[config.mk]
export PLATFORM = sky130hd
export DESIGN_NAME = rams64_byte_port
export DESIGN_NICKNAME = d
export VERILOG_FILES = /design/src/rtl/rams64_byte_port.sv
export SDC_FILE = /design/constraint.sdc
export NUM_CORES = 1
export LEC_CHECK = 0
export ABC_CLOCK_PERIOD_IN_PS = 2900
export BUFFER_PORTS_ARGS = -buffer_cell sky130_fd_sc_hd__buf_2
export CORE_MARGIN = 10
export CORE_UTILIZATION = 45
export DETAILED_ROUTE_END_ITERATION = 10
export PLACE_DENSITY = 0.68
export SYNTH_ARGS = -nofsm -noshare
export SYNTH_HDL_FRONTEND = slang
export SYNTH_SLANG_ARGS = --single-unit
[constraint.sdc]
create_clock -name CLK -period 2.9 [get_ports CLK]
set_clock_uncertainty 0.1 [all_clocks]
set_input_delay 0.58 -clock CLK [delete_from_list [all_inputs] [get_ports CLK]]
set_output_delay 0.58 -clock CLK [all_outputs]
set_load 0.005 [all_outputs]
[src/rtl/rams64_byte_port.sv]
// Byte-wide request/response front end for a 64x1 distributed RAM.
// Each request is serialised into one-bit RAM accesses (read, write or clear).
module rams64_byte_port #(
  parameter logic CLR_VAL = 1'b0
) (
  input  logic       CLK,
  input  logic       RST,
  input  logic       REQ_VALID,
  output logic       REQ_READY,
  input  logic [1:0] REQ_OP,
  input  logic [2:0] REQ_WADR,
  input  logic [7:0] REQ_DATA,
  output logic       RSP_VALID,
  input  logic       RSP_READY,
  output logic [7:0] RSP_DATA,
  output logic       RSP_ERR,
  output logic [5:0] RAM_ADR,
  output logic       RAM_WE,
  output logic       RAM_I,
  input  logic       RAM_O
);

  typedef enum logic [2:0] {
    S_IDLE,
    S_READ,
    S_WRITE,
    S_CLEAR,
    S_RESP
  } state_t;

  state_t     state_q, state_d;
  logic [5:0] cnt_q, cnt_d;
  logic [2:0] wadr_q, wadr_d;
  logic [7:0] data_q, data_d;
  logic       err_q, err_d;

  always_ff @(posedge CLK) begin
    if (RST) begin
      state_q <= S_IDLE;
      cnt_q   <= '0;
      wadr_q  <= '0;
      data_q  <= '0;
      err_q   <= 1'b0;
    end else begin
      state_q <= state_d;
      cnt_q   <= cnt_d;
      wadr_q  <= wadr_d;
      data_q  <= data_d;
      err_q   <= err_d;
    end
  end

  always_comb begin
    state_d = state_q;
    cnt_d   = cnt_q;
    wadr_d  = wadr_q;
    data_d  = data_q;
    err_d   = err_q;
    case (state_q)
      S_IDLE: begin
        if (REQ_VALID) begin
          wadr_d = REQ_WADR;
          cnt_d  = '0;
          err_d  = 1'b0;
          data_d = 8'h00;
          case (REQ_OP)
            2'b00: state_d = S_READ;
            2'b01: begin
              data_d  = REQ_DATA;
              state_d = S_WRITE;
            end
            2'b10: state_d = S_CLEAR;
            default: begin
              err_d   = 1'b1;
              state_d = S_RESP;
            end
          endcase
        end
      end
      S_READ: begin
        data_d[cnt_q[2:0]] = RAM_O;
        if (cnt_q[2:0] == 3'd7) state_d = S_RESP;
        else                    cnt_d   = cnt_q + 6'd1;
      end
      S_WRITE: begin
        if (cnt_q[2:0] == 3'd7) state_d = S_RESP;
        else                    cnt_d   = cnt_q + 6'd1;
      end
      S_CLEAR: begin
        if (cnt_q == 6'd63) state_d = S_RESP;
        else                cnt_d   = cnt_q + 6'd1;
      end
      S_RESP: begin
        if (RSP_READY) state_d = S_IDLE;
      end
      default: state_d = S_IDLE;
    endcase
  end

  // Outputs are gated by RST so nothing is written or presented on the reset edge.
  always_comb begin
    REQ_READY = (state_q == S_IDLE) && !RST;
    RSP_VALID = (state_q == S_RESP) && !RST;
    RSP_DATA  = RST ? 8'h00 : data_q;
    RSP_ERR   = err_q && !RST;
    RAM_ADR   = '0;
    RAM_WE    = 1'b0;
    RAM_I     = 1'b0;
    if (!RST) begin
      case (state_q)
        S_READ: RAM_ADR = {wadr_q, cnt_q[2:0]};
        S_WRITE: begin
          RAM_ADR = {wadr_q, cnt_q[2:0]};
          RAM_WE  = 1'b1;
          RAM_I   = data_q[cnt_q[2:0]];
        end
        S_CLEAR: begin
          RAM_ADR = cnt_q;
          RAM_WE  = 1'b1;
          RAM_I   = CLR_VAL;
        end
        default: ;
      endcase
    end
  end

endmodule

# After elaboration in Yosys (flattened, before gate mapping)

Index checks and enable logic that the tools add are counted.

Register bits after elaboration: 21

Equal/unequal tests: 14
Magnitude comparators: 2
Reduce and logical (&&, ||, !) cells: 16
Add/subtract/negate cells: 1
Muxes and demuxes: 26

Operators with widths:

| operator                                                               | number |
|---|---|
| 6-bit 2-to-1 mux                                                       | 4 |
| 8-bit 2-to-1 mux                                                       | 3 |
| 6-bit case mux with 3 select lines                                     | 1 |
| 8-bit case mux with 2 select lines                                     | 1 |
| 3-bit 2-to-1 mux                                                       | 4 |
| 3-bit case mux with 4 select lines                                     | 1 |
| 6-bit case mux with 2 select lines                                     | 1 |
| 2-bit inequality test (second input constant)                          | 5 |
| 3-bit case mux with 3 select lines                                     | 1 |
| 8-bit bitwise mux                                                      | 1 |
| 4-bit AND reduction                                                    | 2 |
| 1-bit 2-to-1 mux                                                       | 7 |
| 6-bit by 1-bit adder with 6-bit output (second input constant)         | 1 |
| 3-bit by 2-bit equality test with 1-bit output (second input constant) | 2 |
| 3-bit equality test (second input constant)                            | 2 |
| 6-bit equality test (second input constant)                            | 1 |
| 1-bit logical AND                                                      | 4 |
| 3-bit by 4-bit < comparator with 1-bit output (second input constant)  | 1 |
| 2-bit AND reduction                                                    | 2 |
| 2-bit OR reduction                                                     | 2 |
| 1-bit binary-select mux with 3-bit select                              | 1 |
| 1-bit demux with 3-bit select                                          | 1 |
| 3-bit by 1-bit equality test with 1-bit output (second input constant) | 1 |
| 3-bit by 1-bit >= comparator with 1-bit output (second input constant) | 1 |
| other kinds (9)                                                        | 9 |

# Longest topological paths before layout

Depth in word-level cells: 6
Mapped depth: 6
Depth with buffers taken out: 6

# Least setup slack after synthesis

No wires, ideal clock.

Path type: input to output
From: input RST
To: output RAM_ADR[0]
Stages: 4
Path buffers: 1
Slack: 880 ps
Arrival: 1340 ps
Path through: or2_2 -> clkbuf_1 -> nor2_1 -> and2_1

Word-level cells in the longest chain between the ends: 1

RTL lines:

| what               | line | text |
|---|---|---|
| start: declaration | 7    | `input logic RST,` |
| 6-bit 2-to-1 mux   | 109  | `if (!RST) begin` |
| end: declaration   | 17   | `output logic [5:0] RAM_ADR,` |

No other way between the ends.

# Final worst setup path

From: register state_q[1]
To: output RAM_ADR[5]

Word-level cells in the longest chain between the ends: 4
Elaborated cells on any way between the ends: 6
Those cells by class: eq/ne: 3; mux: 2; reduce/logical: 1

RTL lines:

| what                                                                                                             | line | text |
|---|---|---|
| start: declaration                                                                                               | 31   | `state_t state_q, state_d;` |
| start signal: assignment                                                                                         | 45   | `state_q <= state_d;` |
| 3-bit by 2-bit equality test with 1-bit output or 3-bit by 1-bit equality test with 1-bit output (tied branches) | 110  | `case (state_q)` |
| 2-bit OR reduction (no source line)                                                                              | --   |  |
| 6-bit case mux with 2 select lines (*)                                                                           | 110  |  |
| 6-bit 2-to-1 mux (*)                                                                                             | 109  |  |

Mark *: on every way between the ends. The rest lies on a longest branch, timed or not.

==> impl_metrics.env <==
export IMPL_area_growth_pct=13.2
export IMPL_hp_class="reg2reg"
export IMPL_syn_area_um2=1520
export IMPL_worstMarginPinSlew_ns=0.730
export IMPL_multi_input_area_um2=993
export IMPL_place_congestion=0.864
export IMPL_synth_flop_cell="dfxtp_1"
export IMPL_ys_seq_elements=21
export IMPL_die_y_um=78.0
export IMPL_maxCapViolations=0
export IMPL_min_to="err_q$_SDFFE_PP0P_"
export IMPL_rows=21
export IMPL_fillCellCount=327
export IMPL_cts_tree="done"
export IMPL_setup_slack_ns=0.314
export IMPL_cts_hold_buf=0
export IMPL_setup_tns_final_ns=0
export IMPL_clockRootBuffer="clkbuf_4"
export IMPL_path_cells="inv_2 > nor2_1 > o21ai_0 > a21oi_1 > buf_2"
export IMPL_numCtsBuffers=3
export IMPL_finalNetCount=233
export IMPL_port_buffers=36
export IMPL_slew_headroom=0.513
export IMPL_p_leak_nw=0.701
export IMPL_clk_path_buf_depth=2
export IMPL_finalInstanceArea_um2=1720
export IMPL_grt_overflow=0
export IMPL_die_w_um=78.0
export IMPL_crit_path_start="state_q[1]$_SDFFE_PP0P_"
export IMPL_hold_viol_final=0
export IMPL_fin_crit_sh=0.892
export IMPL_drive_gt1_frac=0.293
export IMPL_place_detailed_hpwl_um=3140
export IMPL_yosys_cell_types_count=50
export IMPL_whs_path_depth=2
export IMPL_worstHoldStart="err_q$_SDFFE_PP0P_"
export IMPL_fp_dieArea_um2=6090
export IMPL_grt_pass1_wl_um=6820
export IMPL_dr_pass1_iters=4
export IMPL_synth_top_area_share=0.277
export IMPL_ys_seq_area_frac=0.277
export IMPL_synth_most_common_cell="dfxtp_1"
export IMPL_async_flop_share=0
export IMPL_rr_startpoint="cnt_q[0]$_SDFFE_PP0P_"
export IMPL_cp_arrival_ns=1.91
export IMPL_syn_inst=182
export IMPL_ys_warn_count=0
export IMPL_ant_nets=0
export IMPL_fp_coreArea_um2=3280
export IMPL_fin_crit_ns=2.59
export IMPL_slowest_delay_ns=0.81
export IMPL_fmax_mhz=387
export IMPL_cp_slowest_cell="dfxtp_1"
export IMPL_total_power_uw=729
export IMPL_crit_path_end_kind="output port"
export IMPL_post_cts_setup_buffer_count=0
export IMPL_post_drt_via_cell_ratio=5.69
export IMPL_syn_avg_cell_area_um2=8.33
export IMPL_yosys_area_top_type="dfxtp_1"
export IMPL_slew_violations=0
export IMPL_p_per_area_nw_per_um2=425
export IMPL_finalSetupViolCount=0
export IMPL_worst_setup_path_type="reg2out"
export IMPL_start_kind="register"
export IMPL_rsz0062_at_grt="no"
export IMPL_synth_top_cells_by_count="dfxtp_1, nand2_1, nand3_1"
export IMPL_clk_pin_slew_ns=0.12
export IMPL_dr_total_vias=1446
export IMPL_pre_cts_slack_ns=0.642
export IMPL_synth_edf_count=0
export IMPL_hold_ws_ns=0.362
export IMPL_wl_um=4050
export IMPL_drt_iter0_drc=153
export IMPL_num_io_pins=37
export IMPL_rr_worst_depth=6
export IMPL_clk_latency_ns=0.30
export IMPL_syn_nets=206
export IMPL_cp_required_ns=2.22
export IMPL_path_max_fanout=18
export IMPL_yosys_top_cells_area="dfxtp_1, ha_1, nor2b_1, nand3_1, a21oi_1"
export IMPL_drc=0
export IMPL_status="finished, final reports clean"
export IMPL_antenna_cells=0
export IMPL_cts_resized=0
export IMPL_antenna_found_initial=0
export IMPL_rrSetupSlack_ns=0.68
export IMPL_regArea_um2=420
export IMPL_grt_max_degree=29
export IMPL_initial_core_util=0.461
export IMPL_rr_endpoint="state_q[2]$_SDFFE_PP0P_"
export IMPL_wl_per_cell_um=15.9
export IMPL_dpl_instance_area_um2=1690
export IMPL_grt_pass1_vias=1452
export IMPL_cts_sinks=21
export IMPL_htreeDepth=1
export IMPL_grt_util_all_layers=0.131
export IMPL_vdd_drop_max_v=0.000229
## cell type report
cell class / instances / area share
repair buffers: 39 / 0.118
clock buffers: 4 / 0.0153
inverters: 4 / 0.00875
flip-flops and latches: 21 / 0.245
multi-input cells: 140 / 0.579
well taps: 46 / 0.0336
## logic make-up after synthesis
logic type / count (synthesis) / share of synthesized area
AO/OA/AOI/OAI: 42 / 0.209
flip-flops: 21 / 0.277
adder cells (fa/ha/maj): 6 / 0.0495
AND/OR/NAND/NOR: 84 / 0.325
buffers and inverters: 21 / 0.0669
multiplexers: 8 / 0.0718
## power breakdown
| group | switching [mW] | total (mW) | leakage [nW] | internal, mW |
|---|---|---|---|---|
| registers | 0.0517 | 0.364 | 0.171 | 0.312 |
| clock network | 0.0942 | 0.148 | 0.0150 | 0.0536 |
| logic | 0.116 | 0.217 | 0.515 | 0.102 |
| total | 0.262 | 0.729 | 0.701 | 0.467 |
## cell usage in the layout, fill, tap and decap left out, drive strengths merged, types with 2 or more instances in the layout
cell / instances
mux2i: 3
a2bb2oi: 2
nor4b: 3
a311oi: 2
ha: 6
and2: 3
nor4: 4
mux2: 3
a21oi: 13
inv: 4
a31o: 2
mux4: 2
and3: 2
dfxtp: 21
nor2: 12
a22oi: 2
clkbuf: 4
nand2: 17
buf: 39
nand2b: 3
nand4: 4
or3: 2
or2: 2
nand3: 14
a31oi: 11
nor2b: 12
a22o: 2
nor3: 4
## how the worst max path moves through the flow
stage | end | cells past startpoint | slack, ns
2_1_floorplan | RAM_ADR[0] | 4 | 0.88
3_3_place_gp | RAM_ADR[1] | 5 | 0.68
3_5_place_dp | RAM_ADR[1] | 5 | 0.64
4_1_cts | RAM_ADR[4] | 4 | 0.32
5_1_grt | RAM_ADR[1] | 4 | 0.18
6_report | RAM_ADR[5] | 5 | 0.31
## worst max-delay path: cells and delay by family, from the launching register on
family / cells / cell delay [ns]
simple gates: 1 / 0.19
flops: 1 / 0.81
buf+inv: 2 / 0.30
compound gates: 2 / 0.30
## metrics by stage
step	instances	util
floorplan	182	-
global placement	250	0.514
detailed placement	250	0.514
CTS	254	0.522
global route	254	0.522
finish	254	0.522
## layer usage
metal,share of wire,wire (µm),vias to the layer above,global-route usage
met1,0.45,1810,683,0.159
met4,0.0049,20,0,0.0323
li1,-,-,720,-
met2,0.49,2000,41,0.223
met3,0.054,219,2,0.0376
met5,0,0,-,0
## state kept, by name, indices dropped and copies added (netlist names)
signal and flops:
data_q 8, cnt_q 6, state_q 3, wadr_q 3, err_q 1
Power figures use the tool's default switching activity.
